--- config.mk ---
export PLATFORM = sky130hd
export DESIGN_NAME = ysyx_22040750_serial_div
export DESIGN_NICKNAME = d
export VERILOG_FILES = /design/src/rtl/ysyx_22040750_div_pkg.sv /design/src/rtl/ysyx_22040750_div_step.sv /design/src/rtl/ysyx_22040750_serial_div.sv
export SDC_FILE = /design/constraint.sdc
export NUM_CORES = 1
export LEC_CHECK = 0
export CAP_MARGIN = 20
export CORE_UTILIZATION = 35
export CTS_BUF_LIST = sky130_fd_sc_hd__clkbuf_4 sky130_fd_sc_hd__clkbuf_8
export DETAILED_ROUTE_END_ITERATION = 12
export PLACE_DENSITY = 0.58
export SYNTH_ARGS = -nofsm -noshare
export SYNTH_HDL_FRONTEND = slang
export SYNTH_SLANG_ARGS = --single-unit
--- constraint.sdc ---
create_clock -name I_sys_clk -period 13 [get_ports I_sys_clk]
set_input_delay 1.3 -clock I_sys_clk [delete_from_list [all_inputs] [get_ports I_sys_clk]]
set_output_delay 1.3 -clock I_sys_clk [all_outputs]
set_load 0.05 [all_outputs]
--- src/rtl/ysyx_22040750_div_pkg.sv ---
// Shared widths, FSM states and special-case result constants for the serial divider.
package ysyx_22040750_div_pkg;

  localparam int XLEN  = 64;
  localparam int CNT_W = $clog2(XLEN);

  typedef enum logic [1:0] {
    IDLE = 2'd0,
    CALC = 2'd1,
    DONE = 2'd2
  } state_e;

  localparam logic [XLEN-1:0] DIV_ZERO_Q = {XLEN{1'b1}};
  localparam logic [XLEN-1:0] INT_MIN    = {1'b1, {(XLEN-1){1'b0}}};

endpackage

--- src/rtl/ysyx_22040750_div_step.sv ---
// One restoring-division iteration: shift {r, a} left, subtract |b| when it fits.
// Purely combinational; the quotient bit enters the vacated LSB of a.
module ysyx_22040750_div_step
  import ysyx_22040750_div_pkg::*;
(
  input  logic [2*XLEN-1:0] ra_i,
  input  logic [XLEN-1:0]   b_i,
  output logic [2*XLEN-1:0] ra_o,
  output logic              qbit_o
);

  // 65 bits: a remainder below |b| can reach 2|b|-1 after the shift.
  logic [XLEN:0]   r_sh;
  logic [XLEN-1:0] r_new;

  always_comb begin
    r_sh   = ra_i[2*XLEN-1:XLEN-1];
    qbit_o = (r_sh >= {1'b0, b_i});
    r_new  = qbit_o ? (r_sh[XLEN-1:0] - b_i) : r_sh[XLEN-1:0];
    ra_o   = {r_new, ra_i[XLEN-2:0], qbit_o};
  end

endmodule

--- src/rtl/ysyx_22040750_serial_div.sv ---
// Radix-2 restoring divider for the EX-stage ALU; 64 CALC cycles, special cases finish in one.
// Optional macro YSYX_22040750_DIV_EARLY_EXIT_EN short-cuts |a| < |b| straight to DONE.
module ysyx_22040750_serial_div
  import ysyx_22040750_div_pkg::*;
(
  input  logic            I_sys_clk,
  input  logic            I_rst,
  input  logic [XLEN-1:0] I_dividend,
  input  logic [XLEN-1:0] I_divisor,
  input  logic            I_is_signed,
  input  logic            I_div_valid,
  output logic            O_busy,
  output logic [XLEN-1:0] O_quotient,
  output logic [XLEN-1:0] O_remainder,
  output logic            O_Q_valid
);

  state_e            state_q;
  logic [CNT_W-1:0]  cnt_q;
  logic [2*XLEN-1:0] ra_q;
  logic [XLEN-1:0]   b_q;
  logic              sq_q, sr_q;
  logic              busy_q, valid_q;
  logic [XLEN-1:0]   quot_q, rem_q;

  logic [XLEN-1:0]   abs_a_d, abs_b_d;
  logic              sq_d, sr_d, div_zero_d, ovf_d;
  logic [2*XLEN-1:0] step_ra;
  logic              step_q;
  logic [XLEN-1:0]   q_fin, r_fin;

  always_comb begin
    sq_d       = I_is_signed & (I_dividend[XLEN-1] ^ I_divisor[XLEN-1]);
    sr_d       = I_is_signed & I_dividend[XLEN-1];
    abs_a_d    = (I_is_signed & I_dividend[XLEN-1]) ? -I_dividend : I_dividend;
    abs_b_d    = (I_is_signed & I_divisor[XLEN-1])  ? -I_divisor  : I_divisor;
    div_zero_d = (I_divisor == '0);
    ovf_d      = I_is_signed & (I_dividend == INT_MIN) & (I_divisor == DIV_ZERO_Q);
  end

  ysyx_22040750_div_step u_step (
    .ra_i   (ra_q),
    .b_i    (b_q),
    .ra_o   (step_ra),
    .qbit_o (step_q)
  );

  // Result of the final iteration, taken straight from the step so DONE lands at T+65.
  assign q_fin = {step_ra[XLEN-1:1], step_q};
  assign r_fin = step_ra[2*XLEN-1:XLEN];

  always_ff @(posedge I_sys_clk) begin
    if (I_rst) begin
      state_q <= IDLE;
      cnt_q   <= '0;
      ra_q    <= '0;
      b_q     <= '0;
      sq_q    <= 1'b0;
      sr_q    <= 1'b0;
      busy_q  <= 1'b0;
      valid_q <= 1'b0;
      quot_q  <= '0;
      rem_q   <= '0;
    end else begin
      case (state_q)
        IDLE: begin
          if (I_div_valid) begin
            sq_q   <= sq_d;
            sr_q   <= sr_d;
            b_q    <= abs_b_d;
            ra_q   <= {{XLEN{1'b0}}, abs_a_d};
            busy_q <= 1'b1;
            if (div_zero_d) begin
              quot_q  <= DIV_ZERO_Q;
              rem_q   <= I_dividend;
              valid_q <= 1'b1;
              state_q <= DONE;
            end else if (ovf_d) begin
              quot_q  <= I_dividend;
              rem_q   <= '0;
              valid_q <= 1'b1;
              state_q <= DONE;
`ifdef YSYX_22040750_DIV_EARLY_EXIT_EN
            end else if (abs_a_d < abs_b_d) begin
              // q = 0 and sign-corrected |a| is the raw dividend itself.
              quot_q  <= '0;
              rem_q   <= I_dividend;
              valid_q <= 1'b1;
              state_q <= DONE;
`endif
            end else begin
              cnt_q   <= CNT_W'(XLEN - 1);
              state_q <= CALC;
            end
          end
        end
        CALC: begin
          ra_q  <= step_ra;
          cnt_q <= cnt_q - 1'b1;
          if (cnt_q == '0) begin
            quot_q  <= sq_q ? -q_fin : q_fin;
            rem_q   <= sr_q ? -r_fin : r_fin;
            valid_q <= 1'b1;
            state_q <= DONE;
          end
        end
        DONE: begin
          valid_q <= 1'b0;
          busy_q  <= 1'b0;
          state_q <= IDLE;
        end
        default: begin
          valid_q <= 1'b0;
          busy_q  <= 1'b0;
          state_q <= IDLE;
        end
      endcase
    end
  end

  assign O_busy      = busy_q;
  assign O_Q_valid   = valid_q;
  assign O_quotient  = quot_q;
  assign O_remainder = rem_q;

endmodule

# Word-level counts from Yosys, hierarchy flattened

Index checks and enable logic that the tools add are counted.

Logic and storage cells: 76
Input port bits: 132
Flip-flop bits (word level): 332
Memories kept: 0
Bits in latches: 0
Memory bits (read-only): 0
Output and inout bits: 130
Memory bits (writable): 0

Add/subtract/negate cells: 6
Multiply operators: 0
Div/mod/pow operators: 0
Reductions and logical operators: 11
Mux-type cells: 33
Eq/ne operators: 8
Shift operators: 0
Magnitude comparators: 1
Bitwise gates (word level): 7

Operators with widths:

| kind                                                                   | count |
|---|---|
| 64-bit two-way mux                                                     | 13 |
| 64-bit negator                                                         | 4 |
| 128-bit one-hot mux with 2 select lines                                | 1 |
| 64-bit one-hot mux with 2 select lines                                 | 2 |
| 64-bit equality test (second input constant)                           | 2 |
| 128-bit two-way mux                                                    | 1 |
| 65-bit by 64-bit >= comparator with 1-bit output                       | 1 |
| 64-bit logical NOT                                                     | 1 |
| 64-bit subtractor                                                      | 1 |
| 6-bit two-way mux                                                      | 3 |
| 6-bit one-hot mux with 2 select lines                                  | 1 |
| 2-bit two-way mux                                                      | 4 |
| 2-bit != test (second input constant)                                  | 4 |
| 2-bit AND reduction                                                    | 4 |
| 4-bit AND reduction                                                    | 2 |
| 6-bit logical NOT                                                      | 1 |
| 6-bit by 1-bit subtractor with 6-bit output (second input constant)    | 1 |
| 1-bit bitwise AND                                                      | 5 |
| 1-bit two-way mux                                                      | 5 |
| 1-bit one-hot mux with 2 select lines                                  | 2 |
| 2-bit one-hot mux with 2 select lines                                  | 1 |
| 3-bit != test (second input constant)                                  | 1 |
| 3-bit AND reduction                                                    | 1 |
| 2-bit by 1-bit equality test with 1-bit output (second input constant) | 1 |
| 4 further kinds                                                        | 4 |

# Depth between registers and ports, before layout

Gate-level depths: netlist of run 1.

Depth after elaboration: 7
Mapped depth: 29
Gate-level depth less buffers: 23

# Cells and area by module

A second synthesis of run 1 with hierarchy kept.

Cell total of the unflattened synthesis: 3,232
Area total of the unflattened synthesis: 24,220.7 µm²

Modules (own cells, without submodules):

| module                   | instances | area an instance (µm²) | seq. area each (µm²) | cells an instance |
|---|---|---|---|---|
| ysyx_22040750_serial_div | 1         | 18,913.1               | 6,646.4              | 2,404 |
| ysyx_22040750_div_step   | 1         | 5,307.6                | 0.0                  | 828 |

# Least setup slack after synthesis of run 1

OpenSTA, ideal clock, no wires.

Kind: register to register
Start point: reg ra_q[75]
End point: reg rem_q[42] (netlist: O_remainder[42])
Data required time: 12,867 ps
Cell stages (with the launch flop): 28
Buffers on the path: 7
Library setup time: 133 ps
Arrival time: 6,034 ps
Period minus slack after synthesis: 6,167 ps
Setup slack: 6,833 ps
Cell sequence: dfxtp_1 -> ha_1 -> buf_2 -> and4_4 -> and2_2 -> o211ai_2 -> a2111o_1 -> a21oi_2 -> o31a_4 -> buf_6 -> buf_6 -> buf_2 -> buf_2 -> buf_1 -> buf_1 -> mux2i_1 -> ha_1 -> nand2_1 -> a211oi_1 -> nand3_1 -> a21o_1 -> or4b_1 -> o31a_1 -> a2111o_1 -> o21ai_1 -> xor2_1 -> a221oi_1 -> nor3_1

Longest elaborated chain between the ends: 6
Elaborated cells between the ends (all ways): 7
Classes of those cells: 2 x add/sub; 1 x order compare; 4 x mux

Ends and longest elaborated chain:

| what                                                                                  | RTL line                                                   | source |
|---|---|---|
| from (decl)                                                                           | ysyx_22040750_serial_div.sv:20                             | `logic [2*XLEN-1:0] ra_q;` |
| from (signal assigned)                                                                | ysyx_22040750_serial_div.sv:71                             | `ra_q <= {{XLEN{1'b0}}, abs_a_d};` |
| from (signal assigned)                                                                | ysyx_22040750_serial_div.sv:98                             | `ra_q <= step_ra;` |
| 64-bit subtractor or 65-bit by 64-bit >= comparator with 1-bit output (tied branches) | ysyx_22040750_div_step.sv:19, ysyx_22040750_div_step.sv:18 |  |
| 64-bit two-way mux *                                                                  | ysyx_22040750_div_step.sv:19                               | `r_new = qbit_o ? (r_sh[XLEN-1:0] - b_i) : r_sh[XLEN-1:0];` |
| 64-bit negator                                                                        | ysyx_22040750_serial_div.sv:102                            | `rem_q <= sr_q ? -r_fin : r_fin;` |
| 64-bit two-way mux *                                                                  | ysyx_22040750_serial_div.sv:102                            |  |
| 64-bit two-way mux *                                                                  | ysyx_22040750_serial_div.sv:100                            | `if (cnt_q == '0) begin` |
| 64-bit one-hot mux with 2 select lines *                                              | ysyx_22040750_serial_div.sv:65                             | `case (state_q)` |
| to (signal assigned)                                                                  | ysyx_22040750_serial_div.sv:75                             | `rem_q <= I_dividend;` |
| to (signal assigned)                                                                  | ysyx_22040750_serial_div.sv:102                            |  |
| to (decl)                                                                             | ysyx_22040750_serial_div.sv:24                             | `logic [XLEN-1:0] quot_q, rem_q;` |

Mark *: on every way between the ends. The rest lies on a longest branch, timed or not. The select of a mux whose other input is x is not followed.
A chain may end at the register's enable or synchronous reset.

# Final worst setup path of run 1

Start point: reg ra_q[120]
End point: reg rem_q[50] (netlist: O_remainder[50])

Longest elaborated chain between the ends: 6

Ends and longest elaborated chain:

| what                                               | RTL line                        | source |
|---|---|---|
| 65-bit by 64-bit >= comparator with 1-bit output * | ysyx_22040750_div_step.sv:18    | `qbit_o = (r_sh >= {1'b0, b_i});` |
| 64-bit two-way mux *                               | ysyx_22040750_div_step.sv:19    |  |
| 64-bit negator                                     | ysyx_22040750_serial_div.sv:102 |  |
| 64-bit two-way mux *                               | ysyx_22040750_serial_div.sv:102 |  |
| 64-bit two-way mux *                               | ysyx_22040750_serial_div.sv:100 |  |
| 64-bit one-hot mux with 2 select lines *           | ysyx_22040750_serial_div.sv:65  |  |

Marks and branches as above.

==> impl_summary.txt, run 1 <==
----------------------------------------------------
[Floorplan]
  Total Die Area ... 73,310 um2
  Die Width ... 270.8 um
  Count of boundary I/O pins ... 262
  Initial Util ... 0.3537
  Floorplan row count ... 98
  Core Area ... 71,490 um2
  Height of the die ... 270.8 um

[Yosys]
  Synth Area in Compound Gates ... 0.2901
  Post-synthesis cell area ... 25,280 um2
  Post-synth EDFFs ... 0
  XOR/XNOR share of the synthesized area ... 0.08592
  Count of warnings emitted by yosys ... 0
  Number of distinct standard cells referenced by the synthesized netlist ... 98
  Number of standard cells after synthesis ... around 3.5k
  Dominant synthesized flop cell ... sky130_fd_sc_hd__dfxtp_1
  Flip-flop and latch count after synthesis ... 332
  Arithmetic-cell share of the synthesized area counting full adders, half adders and majority gates ... 0.03593
  Sequential element share of the synthesized area ... 0.2629
  Multiplexer area fraction after synthesis ... 0.01336
  Async SR Flop Fraction ... 0
  Post-synthesis simple-gate area fraction ... 0.2548
  Post-synthesis average cell area ... ~7 um2
  Main combinational cell family by area after synthesis ... compound AO/OA/AOI/OAI gates
  Synthesized net count ... 3,739

[Global routing]
  Final global-route overflow total ... 0
  Met3 capacity usage during global routing ... 0.03497
  GR met1 Demand/Resource ... 0.3929
  Pin count of the biggest net entering global routing ... around 170
  Total global-route track usage ... 0.2849
  Busiest metal layer after global routing ... met2
  Initial antenna violation count ... 2
  Met2 routing resource usage after global routing ... 0.4580
  Via count of the first global-routing pass ... 25.46k
  Global-route wire length before repair ... 162.9 mm

[Setup path]
  Critical R2R Launch ... ra_q[120]
  Cell breakdown of the critical path ... ha_1, nand2_1, nor3_1, nand3b_1, nor3_1, a41o_1, o31a_4, inv_2, buf_4, a21oi_1, ha_1, nand2_1, a211oi_1, nand3_1, a21o_1, or4b_1, o31a_1, a2111o_1, nor2_1, a31oi_1, a41oi_1, a21oi_1
  Critical Path Source ... ra_q[120]
  Type of the worst setup path ... flop to flop
  Critical-path top delay cell ... sky130_fd_sc_hd__or4b_1
  Largest delay contributor family on the critical path ... compound AO/OA/AOI/OAI gates
  Crit path required time ... about 14,000 ps
  Max FO, Critical Path ... 57
  Startpoint kind of the worst setup timing path ... flop
  Capturing element type of the critical path ... flop
  Worst path bufs/invs ... 2
  Critical path's largest stage delay ... 510 ps
  Worst endpoint data arrival time ... 7220 ps

[Route]
  Total Routed Length ... 107.9 mm
  Post-DR wirelength/cell ... 23.24 um
  DRC viols ... 0
  Iteration-0 DRC Markers ... 2,851
  Drt pass-1 iters ... 8
  Antenna-violating nets left ... 0
  Vias post-DR ... 27.81k
  Via density per instance ... around 6.0

[Pwr]
  Leakage ... 10.86 nW
  Total net switching power ... roughly 1.4 mW
  Combinational fraction of design power ... 0.316
  Internal Power ... 2.139 mW
  Total power after layout ... approximately 3.5 mW
  Switching power share of the total ... 0.3886
  Flop pwr share ... 0.339
  Max VDD drop ... roughly 64 uV
  Pwr per Cell Area ... 117.5 nW/um2
  Fraction of power consumed by the clock network ... 0.344

[Finish]
  Net count, final ... 3,849
  Area grow syn2layout ... 17.78%
  Layout cell share with drive strength beyond 1 ... 0.05795
  Footprint of the flip-flops and latches ... 6649 um2
  Area of the multi-input gates ... 17,250 um2
  Number of filler cells placed in the layout ... around 7.6k
  Most frequent cells in the layout ... sky130_fd_sc_hd__nor2_1, sky130_fd_sc_hd__nand2_1, sky130_fd_sc_hd__dfxtp_1
  Most frequent standard cell in the layout excluding fill and tap cells ... sky130_fd_sc_hd__nor2_1
  Non-filler instance count after layout ... 4,645

[Timing]
  Final worst path period share ... 0.5163
  Number of hold violations in the final report ... 0
  Number of slew-limit violations in the final report ... 0
  Tightest slew margin relative to the limit ... 0.2484
  Count of endpoints failing setup in the final report ... 0
  Setup repair after global routing missed its margin ... no
  Maximum clock skew at final layout ... 48.75 ps
  Transition at the pin with the smallest max-transition slack ... approximately 1100 ps
  Final total negative setup slack ... 0 ps
  Highest clock frequency the design can meet ... approximately 0.15 GHz
  Min Clock Period, post-route ... 6712 ps

[Clock network]
  Clock sink total ... approximately 330
  Cts bufs inserted ... a little under 70
  Bufs on Longest Clock Path ... 3
  Post-cts resize count ... 0
  TritonCTS clock tree ... built
  Depth of the CTS H-tree ... 3
  Root buffer cell ... sky130_fd_sc_hd__clkbuf_8
  Number of buffers inserted for hold repair after clock tree synthesis ... 0
  Postcts setup bufs ... 0
  Latest clock arrival within the worst-skew pair ... 690 ps
  Clock input transition at the sequential cells of the worst setup and hold paths ... ~60 ps

[Placement]
  RD Place Congestion ... just under 1
  Sum of net half-perimeters after detailed placement ... roughly 80 mm
  Count of buffers from port buffering ... ~260
  Cells after DPL ... 4,522

[Min path]
  Worst hold-check path type ... flop to flop
  Start point of the worst min-delay path ... O_quotient[16]

[Run status]
  Outcome ... complete, no violations

[Job]
  Number of violations of the max-capacitance limit ... 0

----------------------------------------------------
[power by group through the flow]
stage | Sequential (mW) | Clock (mW) | Combinational, mW
floorplan | 1.29 | 0 | 0.627
global placement | 1.20 | 0 | 1.09
detailed placement | 1.21 | 0 | 1.09
CTS | 1.18 | 1.23 | 1.09
global route | 1.20 | 1.27 | 1.19
finish | 1.19 | 1.20 | 1.11
[flip-flops by register name, summed over array words and instances (netlist names), 2 cells and up]
signal / cells
O_quotient: 64
O_remainder: 64
cnt_q: 6
state_q: 2
b_q: 64
ra_q: 128
[cells in the mapped netlist, types with 39 or more instances]
master | n | area share
sky130_fd_sc_hd__a211oi_1 | 134 | 0.040
sky130_fd_sc_hd__a21oi_1 | 315 | 0.062
sky130_fd_sc_hd__a22oi_1 | 48 | 0.014
sky130_fd_sc_hd__a311oi_1 | 39 | 0.014
sky130_fd_sc_hd__a31oi_1 | 40 | 0.0099
sky130_fd_sc_hd__clkbuf_1 | 184 | 0.027
sky130_fd_sc_hd__dfxtp_1 | 332 | 0.26
sky130_fd_sc_hd__ha_1 | 71 | 0.035
sky130_fd_sc_hd__inv_1 | 100 | 0.015
sky130_fd_sc_hd__nand2_1 | 361 | 0.054
sky130_fd_sc_hd__nand3_1 | 79 | 0.016
sky130_fd_sc_hd__nand4_1 | 58 | 0.014
sky130_fd_sc_hd__nor2_1 | 508 | 0.075
sky130_fd_sc_hd__nor3_1 | 132 | 0.026
sky130_fd_sc_hd__nor4_1 | 52 | 0.013
sky130_fd_sc_hd__o21ai_0 | 173 | 0.034
sky130_fd_sc_hd__o31ai_1 | 48 | 0.014
sky130_fd_sc_hd__or3_1 | 46 | 0.011
sky130_fd_sc_hd__xnor2_1 | 138 | 0.048
sky130_fd_sc_hd__xor2_1 | 110 | 0.038
[final timing paths]
path	end	slack (ps)	depth (start not counted)
worst min register to register	O_quotient[16]	450	2
worst max register to register	O_remainder[50]	6290	22
worst max-delay path	O_remainder[50]	6290	22
worst min-delay path	O_quotient[16]	450	2
[cell type report]
| cell class | count | share of cell area |
|---|---|---|
| Sequential cell | 332 | 0.2233 |
| Tap cell | 950 | 0.03992 |
| Inverter | 101 | 0.01273 |
| Multi-Input combinational cell | 2849 | 0.5792 |
| Antenna cell | 2 | 0.0001681 |
| Clock buffer | 105 | 0.04370 |
| Clock inverter | 13 | 0.004958 |
| Timing Repair Buffer | 293 | 0.09601 |
[metrics by stage]
step / utilization / area [um2] / hold WS (ps) / setup WS (ps)
2_1_floorplan: - / 25280 / 431.9 / 6833
3_3_place_gp: 0.3959 / 28300 / 440.7 / 6330
3_5_place_dp: 0.3960 / 28310 / 444.6 / 6277
4_1_cts: 0.4163 / 29760 / 451.8 / 6403
5_1_grt: 0.4165 / 29780 / 470.8 / 5880
6_report: 0.4165 / 29780 / 450.3 / 6288
[metal layers]
layer	routed length, um	vias up
met1	48970	13300
met3	6842	167
li1	-	13180
met5	0	-
met2	48990	1169
met4	3131	0
[tightest hold or removal path: stages (launching register included)]
cell,delay (ps)
sky130_fd_sc_hd__dfxtp_1,300
sky130_fd_sc_hd__nand2_1,50
sky130_fd_sc_hd__a21oi_1,50
[cells by family after synthesis]
| family | count (synthesis) |
|---|---|
| xor+xnor | 248 |
| fa+ha+maj | 72 |
| buf+inv | 354 |
| mux | 33 |
| simple gates | 1397 |
| compound gates | 1099 |
| flops | 332 |
Note: power is estimated with default switching activity, not from simulation.
==> inputs of run 2 (changes only) <==
- PLACE_DENSITY: 0.58 -> 0.6
- clock period: 13 -> 5.5 ns (I/O delays scaled with it)
==> impl_summary.txt, run 2 (same netlist as run 1, synthesis figures left out) <==
----------------------------------------------------
[Finish]
  Max FFs per register ... between 100 and 150
  Final design area excluding fillers ... 31,620 um2
  Layout cell share with drive strength beyond 1 ... 0.1234
  Non-filler instance count after layout ... 4,810
  Net count, final ... 4,009
  Most frequent standard cell in the layout excluding fill and tap cells ... sky130_fd_sc_hd__nor2_1
  Most frequent cells in the layout ... sky130_fd_sc_hd__nor2_1, sky130_fd_sc_hd__nand2_1, sky130_fd_sc_hd__dfxtp_1
  Area grow syn2layout ... 25.07%
  Most flops, register ... ra_q
  Final core utilization ... 0.4423

[Pwr]
  Total power after layout ... 8.411 mW
  Max VDD drop ... 136.3 uV
  Pwr per Cell Area ... 266.0 nW/um2
  Leakage ... 11.76 nW

[Floorplan]
  Count of boundary I/O pins ... 262
  Floorplan row count ... 98
  Die Width ... 270.8 um
  Core Area ... roughly 71,000 um2
  Height of the die ... 270.8 um
  Initial Util ... 0.3537
  Total Die Area ... 73,310 um2

[Placement]
  Count of buffers from port buffering ... 261
  Sum of net half-perimeters after detailed placement ... 84.89 mm
  Cells after DPL ... 4,663
  RD Place Congestion ... 1.009
  Cell area after placement ... 29,460 um2
  Post-Place Setup Slack ... -81.23 ps

[Global routing]
  Global-route wire length before repair ... 165.2 mm
  Pin count of the biggest net entering global routing ... 118
  Final global-route overflow total ... 0
  Via count of the first global-routing pass ... 26.09k
  Total global-route track usage ... 0.2892
  Initial antenna violation count ... 5

[Setup path]
  Worst reg-to-reg path cell count ... 20
  Critical R2R Launch ... ra_q[64]
  Worst endpoint data arrival time ... 5950 ps
  Cell breakdown of the critical path ... ha_4, nor2b_4, o2111a_2, o211ai_2, a2111o_1, a21oi_4, o31a_4, mux2i_4, ha_2, nand2_1, a211oi_2, nand3_1, a21o_1, or4b_4, o31a_1, a2111o_1, nor2_2, a31oi_1, a41oi_1, a21oi_1
  Critical path's largest stage delay ... between 500 and 600 ps
  Capturing element type of the critical path ... flop
  End of the worst register-to-register path ... O_remainder[50]
  Largest delay contributor family on the critical path ... compound AO/OA/AOI/OAI gates
  Register-to-register setup slack ... 100 ps
  Type of the worst setup path ... flop to flop
  Worst path bufs/invs ... 0
  Cell mode on critical path ... sky130_fd_sc_hd__a2111o_1
  Crit path required time ... 6050 ps
  Startpoint kind of the worst setup timing path ... flop
  Critical-path top delay cell ... sky130_fd_sc_hd__a2111o_1
  Max FO, Critical Path ... 6

[Job]
  Number of violations of the max-capacitance limit ... 0

[Timing]
  Final worst path period share ... 0.9820
  Final total negative setup slack ... 0 ps
  Number of hold violations in the final report ... 0
  Highest clock frequency the design can meet ... ~0.19 GHz
  Number of slew-limit violations in the final report ... 0
  Tightest slew margin relative to the limit ... 0.3051
  Worst slack on hold paths ... 358.4 ps
  Final worst setup slack ... a little under 100 ps
  Maximum clock skew at final layout ... 49.92 ps
  Min Clock Period, post-route ... roughly 5400 ps
  Transition at the pin with the smallest max-transition slack ... roughly 1000 ps
  Count of endpoints failing setup in the final report ... 0

[Clock network]
  Depth of the CTS H-tree ... 2
  Bufs on Longest Clock Path ... 3
  Clock input transition at the sequential cells of the worst setup and hold paths ... 70 ps
  Cts bufs inserted ... 61
  Latest clock arrival within the worst-skew pair ... 710 ps
  Root buffer cell ... sky130_fd_sc_hd__clkbuf_8
  TritonCTS clock tree ... built
  Clock sink total ... 332

[Route]
  DRC viols ... 0
  Via density per instance ... slightly below 6
  Antenna-violating nets left ... 0
  Total Routed Length ... 111.0 mm
  Drt pass-1 iters ... 6
  Post-DR wirelength/cell ... 23.09 um
  Vias post-DR ... between 20k and 30k
  Iteration-0 DRC Markers ... 2,977

[Min path]
  Count of cells along the worst hold path ... 2
  Endpoint of the worst hold path ... ra_q[60]
  Start point of the worst min-delay path ... I_rst
  Worst hold-check path type ... input pin to flop

[Run status]
  Outcome ... complete, no violations

----------------------------------------------------
-- run 2: worst max-delay path by stage --
stage,startpoint,end,slack (ps),cells after the start
CTS,b_q[58],O_remainder[58],30,22
global route,ra_q[64],O_remainder[36],-50,20
floorplan,ra_q[69],O_remainder[42],-30,27
finish,ra_q[64],O_remainder[50],100,20
detailed placement,b_q[58],O_remainder[58],-80,22
global placement,b_q[58],O_remainder[58],-0.06,22
-- run 2: power by group --
part	leakage, nW	switching, mW	internal [mW]
Clock	0.757	1.21	1.60
Combinational	8.28	1.83	0.979
Sequential	2.73	0.193	2.61
Total	11.8	3.23	5.18
-- run 2: area by class of cell --
type | count | area, um2
Clock inverter | 21 | 244.0
Tap cell | 950 | 1189
Antenna cell | 4 | 10.01
Inverter | 101 | 386.6
Multi-Input combinational cell | 2849 | 17710
Sequential cell | 332 | 6679
Fill cell | 7356 | 39870
Clock buffer | 93 | 1174
Timing Repair Buffer | 460 | 4228
-- run 2: what timing repair did --
action,4_1_cts,5_1_grt
endpoints found under the hold margin,0,0
setup endpoints to repair,7,12
pin swaps,0,27
hold buffers,0,0
cloned,0,1
buffers inserted,0,28
gates resized for setup,1,119
-- run 2: layer usage --
layer  GRT usage  vias up  wire (um)
li1            -    13500          -
met1      0.3927    13590      48260
met2      0.4583     1309      49570
met3     0.05015      211       9229
met4     0.09991        2       3969
met5           0        -         13
